--- config.mk ---
export PLATFORM = sky130hd
export DESIGN_NAME = bp_me_clint_multi
export DESIGN_NICKNAME = d
export VERILOG_FILES = /design/src/rtl/bp_me_clint_pkg.sv /design/src/rtl/bp_me_clint_mtime.sv /design/src/rtl/bp_me_clint_multi.sv
export SDC_FILE = /design/constraint.sdc
export NUM_CORES = 1
export LEC_CHECK = 0
export CAP_MARGIN = 20
export CORE_MARGIN = 2
export CORE_UTILIZATION = 60
export CTS_CLUSTER_DIAMETER = 200
export DETAILED_ROUTE_END_ITERATION = 8
export PLACE_DENSITY = 0.8
export SYNTH_ARGS = -nofsm -noshare
export SYNTH_HDL_FRONTEND = slang
export SYNTH_SLANG_ARGS = --single-unit
export TNS_END_PERCENT = 10
--- constraint.sdc ---
create_clock -name clk_i -period 13.6 [get_ports clk_i]
set_clock_uncertainty 0.1 [all_clocks]
set_input_delay 2.04 -clock clk_i [delete_from_list [all_inputs] [get_ports clk_i]]
set_output_delay 2.04 -clock clk_i [all_outputs]
set_load 0.05 [all_outputs]
--- src/rtl/bp_me_clint_pkg.sv ---
// Shared definitions for the multi-hart CLINT.
//   - Address map constants: msip_base, mtimecmp_base, mtime_addr, hart_stride.
//   - clint_target_e: decoded target of a device-local access.
//   - expand_mask / merge_bytes: byte-lane write helpers.
package bp_me_clint_pkg;

  localparam logic [63:0] msip_base     = 64'h0000;
  localparam logic [63:0] mtimecmp_base = 64'h4000;
  localparam logic [63:0] mtime_addr    = 64'hBFF8;
  localparam int          hart_stride   = 8;

  // Each per-hart block spans 64 harts worth of 8-byte slots.
  localparam int hart_shift   = $clog2(hart_stride);
  localparam int region_shift = $clog2(hart_stride * 64);

  typedef enum logic [1:0] {
    e_clint_msip,
    e_clint_mtimecmp,
    e_clint_mtime,
    e_clint_none
  } clint_target_e;

  function automatic logic [63:0] expand_mask(input logic [7:0] mask);
    logic [63:0] m;
    for (int i = 0; i < 8; i++) m[8*i +: 8] = {8{mask[i]}};
    return m;
  endfunction

  function automatic logic [63:0] merge_bytes(input logic [63:0] old_val,
                                              input logic [63:0] data,
                                              input logic [7:0]  mask);
    logic [63:0] m;
    m = expand_mask(mask);
    return (old_val & ~m) | (data & m);
  endfunction

endpackage

--- src/rtl/bp_me_clint_mtime.sv ---
// Shared mtime counter with a clock prescaler and a byte-masked load port.
// Ports:
//   clk_i, reset_i  clock, asynchronous active-high reset
//   w_v_i           load strobe (write wins over a same-cycle tick)
//   w_data_i        load data
//   w_mask_i        byte enables for the load
//   mtime_o         current mtime value
module bp_me_clint_mtime
  import bp_me_clint_pkg::*;
#(
  parameter int prescale_p = 1
) (
  input  logic        clk_i,
  input  logic        reset_i,
  input  logic        w_v_i,
  input  logic [63:0] w_data_i,
  input  logic [7:0]  w_mask_i,
  output logic [63:0] mtime_o
);

  // prescale_p = 1 still needs a 1-bit counter; it sits at its terminal count 0.
  localparam int cnt_w_lp = (prescale_p > 1) ? $clog2(prescale_p) : 1;
  localparam logic [cnt_w_lp-1:0] term_lp = cnt_w_lp'(prescale_p - 1);

  logic [cnt_w_lp-1:0] r_cnt;
  logic [63:0]         r_mtime;
  logic                w_tick;

  assign w_tick  = (r_cnt == term_lp);
  assign mtime_o = r_mtime;

  always_ff @(posedge clk_i or posedge reset_i) begin
    if (reset_i) begin
      r_cnt   <= '0;
      r_mtime <= '0;
    end else if (w_v_i) begin
      // A load restarts the prescale window and suppresses any tick.
      r_mtime <= merge_bytes(r_mtime, w_data_i, w_mask_i);
      r_cnt   <= '0;
    end else if (w_tick) begin
      r_mtime <= r_mtime + 64'd1;
      r_cnt   <= '0;
    end else begin
      r_cnt   <= r_cnt + 1'b1;
    end
  end

endmodule

--- src/rtl/bp_me_clint_multi.sv ---
// Multi-hart core-local interruptor: shared mtime, per-hart mtimecmp/msip.
// Optional feature macro: BP_ME_CLINT_MTIME_WRITE_EN (mtime becomes writable).
// Ports:
//   clk_i, reset_i            clock, asynchronous active-high reset
//   cmd_v_i / cmd_ready_and_o command handshake
//   cmd_w_i, cmd_addr_i, cmd_data_i, cmd_mask_i  command payload
//   resp_v_o / resp_ready_and_i  response handshake, resp_data_o payload
//   software_irq_o            per-hart msip
//   timer_irq_o               per-hart registered (mtime >= mtimecmp)
// Handshake: a transfer happens on a channel in any cycle where its valid and
// ready are both high; the response register holds a single entry, so a new
// command is taken only when that entry is empty or being drained this cycle,
// and valid/data hold stable while the response waits.
module bp_me_clint_multi
  import bp_me_clint_pkg::*;
#(
  parameter int num_harts_p  = 4,
  parameter int addr_width_p = 16,
  parameter int prescale_p   = 1
) (
  input  logic                    clk_i,
  input  logic                    reset_i,
  input  logic                    cmd_v_i,
  output logic                    cmd_ready_and_o,
  input  logic                    cmd_w_i,
  input  logic [addr_width_p-1:0] cmd_addr_i,
  input  logic [63:0]             cmd_data_i,
  input  logic [7:0]              cmd_mask_i,
  output logic                    resp_v_o,
  input  logic                    resp_ready_and_i,
  output logic [63:0]             resp_data_o,
  output logic [num_harts_p-1:0]  software_irq_o,
  output logic [num_harts_p-1:0]  timer_irq_o
);

  logic [63:0]      w_word;
  logic [5:0]       w_hart;
  logic             w_hart_ok;
  clint_target_e    w_target;
  logic             w_accept;
  logic             w_wr;
  logic             w_mtime_w_v;
  logic [63:0]      w_mtime;
  logic [63:0]      w_rdata;

  logic                   r_resp_v;
  logic [63:0]            r_resp_data;
  logic [num_harts_p-1:0] r_msip;
  logic [num_harts_p-1:0] r_timer_irq;
  logic [63:0]            r_mtimecmp [num_harts_p];

  assign cmd_ready_and_o = ~r_resp_v | resp_ready_and_i;
  assign w_accept        = cmd_v_i & cmd_ready_and_o;
  assign w_wr            = w_accept & cmd_w_i;

  // Decode: the low 3 address bits are dropped by the region/slot compares.
  always_comb begin
    w_word    = 64'(cmd_addr_i);
    w_hart    = w_word[hart_shift +: 6];
    w_hart_ok = (7'(w_hart) < 7'(num_harts_p));
    if (((w_word >> region_shift) == (msip_base >> region_shift)) && w_hart_ok)
      w_target = e_clint_msip;
    else if (((w_word >> region_shift) == (mtimecmp_base >> region_shift)) && w_hart_ok)
      w_target = e_clint_mtimecmp;
    else if ((w_word >> hart_shift) == (mtime_addr >> hart_shift))
      w_target = e_clint_mtime;
    else
      w_target = e_clint_none;
  end

`ifdef BP_ME_CLINT_MTIME_WRITE_EN
  assign w_mtime_w_v = w_wr & (w_target == e_clint_mtime);
`else
  assign w_mtime_w_v = 1'b0;
`endif

  bp_me_clint_mtime #(
    .prescale_p (prescale_p)
  ) u_mtime (
    .clk_i    (clk_i),
    .reset_i  (reset_i),
    .w_v_i    (w_mtime_w_v),
    .w_data_i (cmd_data_i),
    .w_mask_i (cmd_mask_i),
    .mtime_o  (w_mtime)
  );

  // Read data is the pre-edge register value, so a same-cycle tick is not seen.
  always_comb begin
    w_rdata = '0;
    for (int h = 0; h < num_harts_p; h++) begin
      if (w_hart == 6'(h)) begin
        if (w_target == e_clint_msip)          w_rdata = {63'b0, r_msip[h]};
        else if (w_target == e_clint_mtimecmp) w_rdata = r_mtimecmp[h];
      end
    end
    if (w_target == e_clint_mtime) w_rdata = w_mtime;
  end

  always_ff @(posedge clk_i or posedge reset_i) begin
    if (reset_i) begin
      r_msip      <= '0;
      r_timer_irq <= '0;
      for (int h = 0; h < num_harts_p; h++) r_mtimecmp[h] <= '1;
    end else begin
      for (int h = 0; h < num_harts_p; h++) begin
        // Compares this cycle's values, giving the documented 1-cycle lag.
        r_timer_irq[h] <= (w_mtime >= r_mtimecmp[h]);
        if (w_wr && (w_hart == 6'(h))) begin
          if ((w_target == e_clint_msip) && cmd_mask_i[0])
            r_msip[h] <= cmd_data_i[0];
          if (w_target == e_clint_mtimecmp)
            r_mtimecmp[h] <= merge_bytes(r_mtimecmp[h], cmd_data_i, cmd_mask_i);
        end
      end
    end
  end

  always_ff @(posedge clk_i or posedge reset_i) begin
    if (reset_i) begin
      r_resp_v    <= 1'b0;
      r_resp_data <= '0;
    end else if (w_accept) begin
      r_resp_v    <= 1'b1;
      r_resp_data <= cmd_w_i ? 64'd0 : w_rdata;
    end else if (resp_ready_and_i) begin
      r_resp_v    <= 1'b0;
    end
  end

  assign resp_v_o       = r_resp_v;
  assign resp_data_o    = r_resp_data;
  assign software_irq_o = r_msip;
  assign timer_irq_o    = r_timer_irq;

endmodule

==> metrics.yaml <==
status: "finished clean"
grt_use_total_pct: 31.11
synth-edff-count: 0
post_cts_buffers: 0
synth.area.top_cells: "dfstp_2, dfrtp_1, ha_1"
clkTransAtPathRegs_ns: 0.06
rsz0062_at_grt: "false"
synth_cells: 2120
min_period_over_period_pct: 42.66
netlist-cell-type-count: 58
via_count: 17890
stdcell_area_um2: 27480
first_pass_iters: 5
syn_nets: 2470
startpoint_type: "input port"
syn2layout_area_growth_pct: 15.60
grt_pass1_vias: 18560
cts_made_buffers: 42
coreArea_um2: 38920
grt_max_degree: 153
synthMuxAreaShare_pct: 18.52
fmax_ghz: 0.1724
die_area_um2: 41220
powerDensity_nw_per_um2: 90.31
holdPathEnd: "resp_data_o[35]$_DFFE_PP0P_"
rr_worst_depth: 7
post-route-min-period_ns: 5.802
fin_nets: 2635
setup_viol: 0
ir_drop_mv: 0.08816
setup_tns_ns: 0
critPathRequiredTime_ns: 11.46
regToRegSetupSlack_ns: 10.34
drc: 0
first_iter_violations: 1425
path_max_fanout: 5
start_util_pct: 61.08
synth_fa_ha_area_share_pct: 13.53
maxCapViolCount: 0
placementRows: 72
cts_root_buf: "clkbuf_16"
synth_simple_gate_area_share_pct: 8.633
overflow: 0
slew-limit-headroom_pct: 35.16
grt_antenna_before_repair: 0
clockBufferDepth: 3
placed_area_um2: 25930
yosysSeqAreaShare_pct: 42.72
synth_area_leader_cell: "dfstp_2"
fill_cells: 2802
cts_tree: "yes"
wl_per_cell_um: 22.30
syn_area_um2: 23770
arrival_ns: 3.66
place.gp.congestion: 0.9720
die_h_um: 203.0
grt_first_pass_wirelength_um: 100300
async_flop_share_pct: 100.0
postRouteAntennaNets: 0
ios: 167
avgSynthCellArea_um2: 11.21
cp-end-kind: "output port"
synth_compound_gate_area_share_pct: 9.070
hp-start: "resp_data_o[35]$_DFFE_PP0P_"
hold_viol: 0
drt-total-wl_um: 63250
place_hpwl_um: 44600
worstMarginPinSlew_ns: 0.9726
ctsResizeCount: 0
layout_commonest_cell: "inv_1"
hold_path.class: "reg2reg"
drive_above_1_share_pct: 29.03
power_leakage_nw: 11.61
diodes: 0
clock_sinks: 393
synthFlopType: "dfstp_2"
synth_top_family_by_area: "multiplexers"
synth_top_area_share_pct: 28.30
final_cell_mix: "inv_1, ha_1, dfstp_2, mux2_2, clkdlybuf4s50_1"
r2r_start: "u_mtime.mtime_o[19]$_DFF_PP0_"
die_width_um: 203.0
min_path_cells: 2
yosysWarningCount: 0
postLayoutCoreUtil_pct: 70.60
synth-xor-area-share_pct: 2.285
r2r-end: "timer_irq_o[3]$_DFF_PP0_"
post_drt_via_cell_ratio: 6.308
report.final.slew_viol_count: 0
cts_hold_buffers: 0
port_buffers: 163
critical_path_class: "in2out"
synth_seq_cells: 393
htree_levels: 2
clkLatencyLatePin_ns: 0.58
[stage by stage]
stage | worst slack, ns | hold slack [ns] | instances | power, mW
3_3_place_gp | 7.813 | 0.3622 | 2754 | 1.292
4_1_cts | 7.808 | 0.3833 | 2831 | 2.495
6_report | 7.798 | 0.3735 | 2836 | 2.482
3_5_place_dp | 7.815 | 0.3708 | 2754 | 1.294
5_1_grt | 7.762 | 0.4048 | 2836 | 2.554
2_1_floorplan | 0.9577 | 0.4317 | 2120 | 1.237
[synthesized netlist by cell type (3+ instances only)]
cell,instances
o211ai_1,13
a31oi_1,5
mux4_2,65
and3_1,15
o2111ai_1,5
mux2_1,11
buf_2,8
dfstp_2,256
mux2_2,250
a21oi_1,67
and2_1,10
ha_1,257
nor4_2,3
a2111oi_0,8
dfrtp_1,137
nor2b_1,5
xnor2_1,40
nor4_1,14
nor2_1,42
xor2_1,22
or2_2,3
clkbuf_1,35
nand3_1,51
nand4_1,57
inv_1,271
nand2_1,154
a21o_1,12
or4_1,5
o21ai_0,117
a211o_1,3
nor3_1,28
a211oi_1,17
nand2b_1,6
a221oi_1,5
and4_1,10
a22oi_1,64
buf_1,15
o21a_1,8
[cells by family (layout without fill, tap and decap cells)]
| group | Yosys count | after routing |
|---|---|---|
| flip-flops | 393 | 393 |
| AO/OA/AOI/OAI | 342 | 342 |
| adder cells (fa/ha/maj) | 257 | 257 |
| multiplexers | 326 | 326 |
| XOR/XNOR | 62 | 62 |
| buffers and inverters | 329 | 527 |
| AND/OR/NAND/NOR | 411 | 411 |
[report_power, final]
part	total [mW]	internal, mW	leakage (nW)	switching (mW)
Clock	1.20	0.718	0.722	0.485
Sequential	1.18	1.17	4.52	0.000738
Combinational	0.103	0.0376	6.38	0.0653
[cell type report]
type	count	area [um2]	area share [%]
timing repair buffer	179	1807	6.576
tap	518	648.1	2.359
multi-input combinational	1398	12390	45.09
inverter	271	1025	3.729
clock inverter	18	203.9	0.7423
sequential	393	10150	36.96
clock buffer	59	1249	4.545
[worst max-delay path by stage]
stage / from / to / slack, ns / depth (start not counted)
4_1_cts: resp_ready_and_i / cmd_ready_and_o / 7.81 / 3
6_report: resp_ready_and_i / cmd_ready_and_o / 7.80 / 3
5_1_grt: resp_ready_and_i / cmd_ready_and_o / 7.76 / 3
2_1_floorplan: reset_i / resp_data_o[0]$_DFFE_PP0P_ / 0.96 / 1
3_3_place_gp: resp_ready_and_i / cmd_ready_and_o / 7.81 / 3
3_5_place_dp: resp_ready_and_i / cmd_ready_and_o / 7.82 / 3
[metal layers]
layer	GRT usage (%)	part of all wire, %
met1	41.31	41
met2	50.92	48
met5	0	0
met4	12.43	3.7
met3	5.538	7.1
[critical path, stage by stage]
cell	delay [ns]
clkdlybuf4s50_1	0.44
nand2b_1	0.30
clkdlybuf4s50_1	0.88
Power figures use the tool's default switching activity.
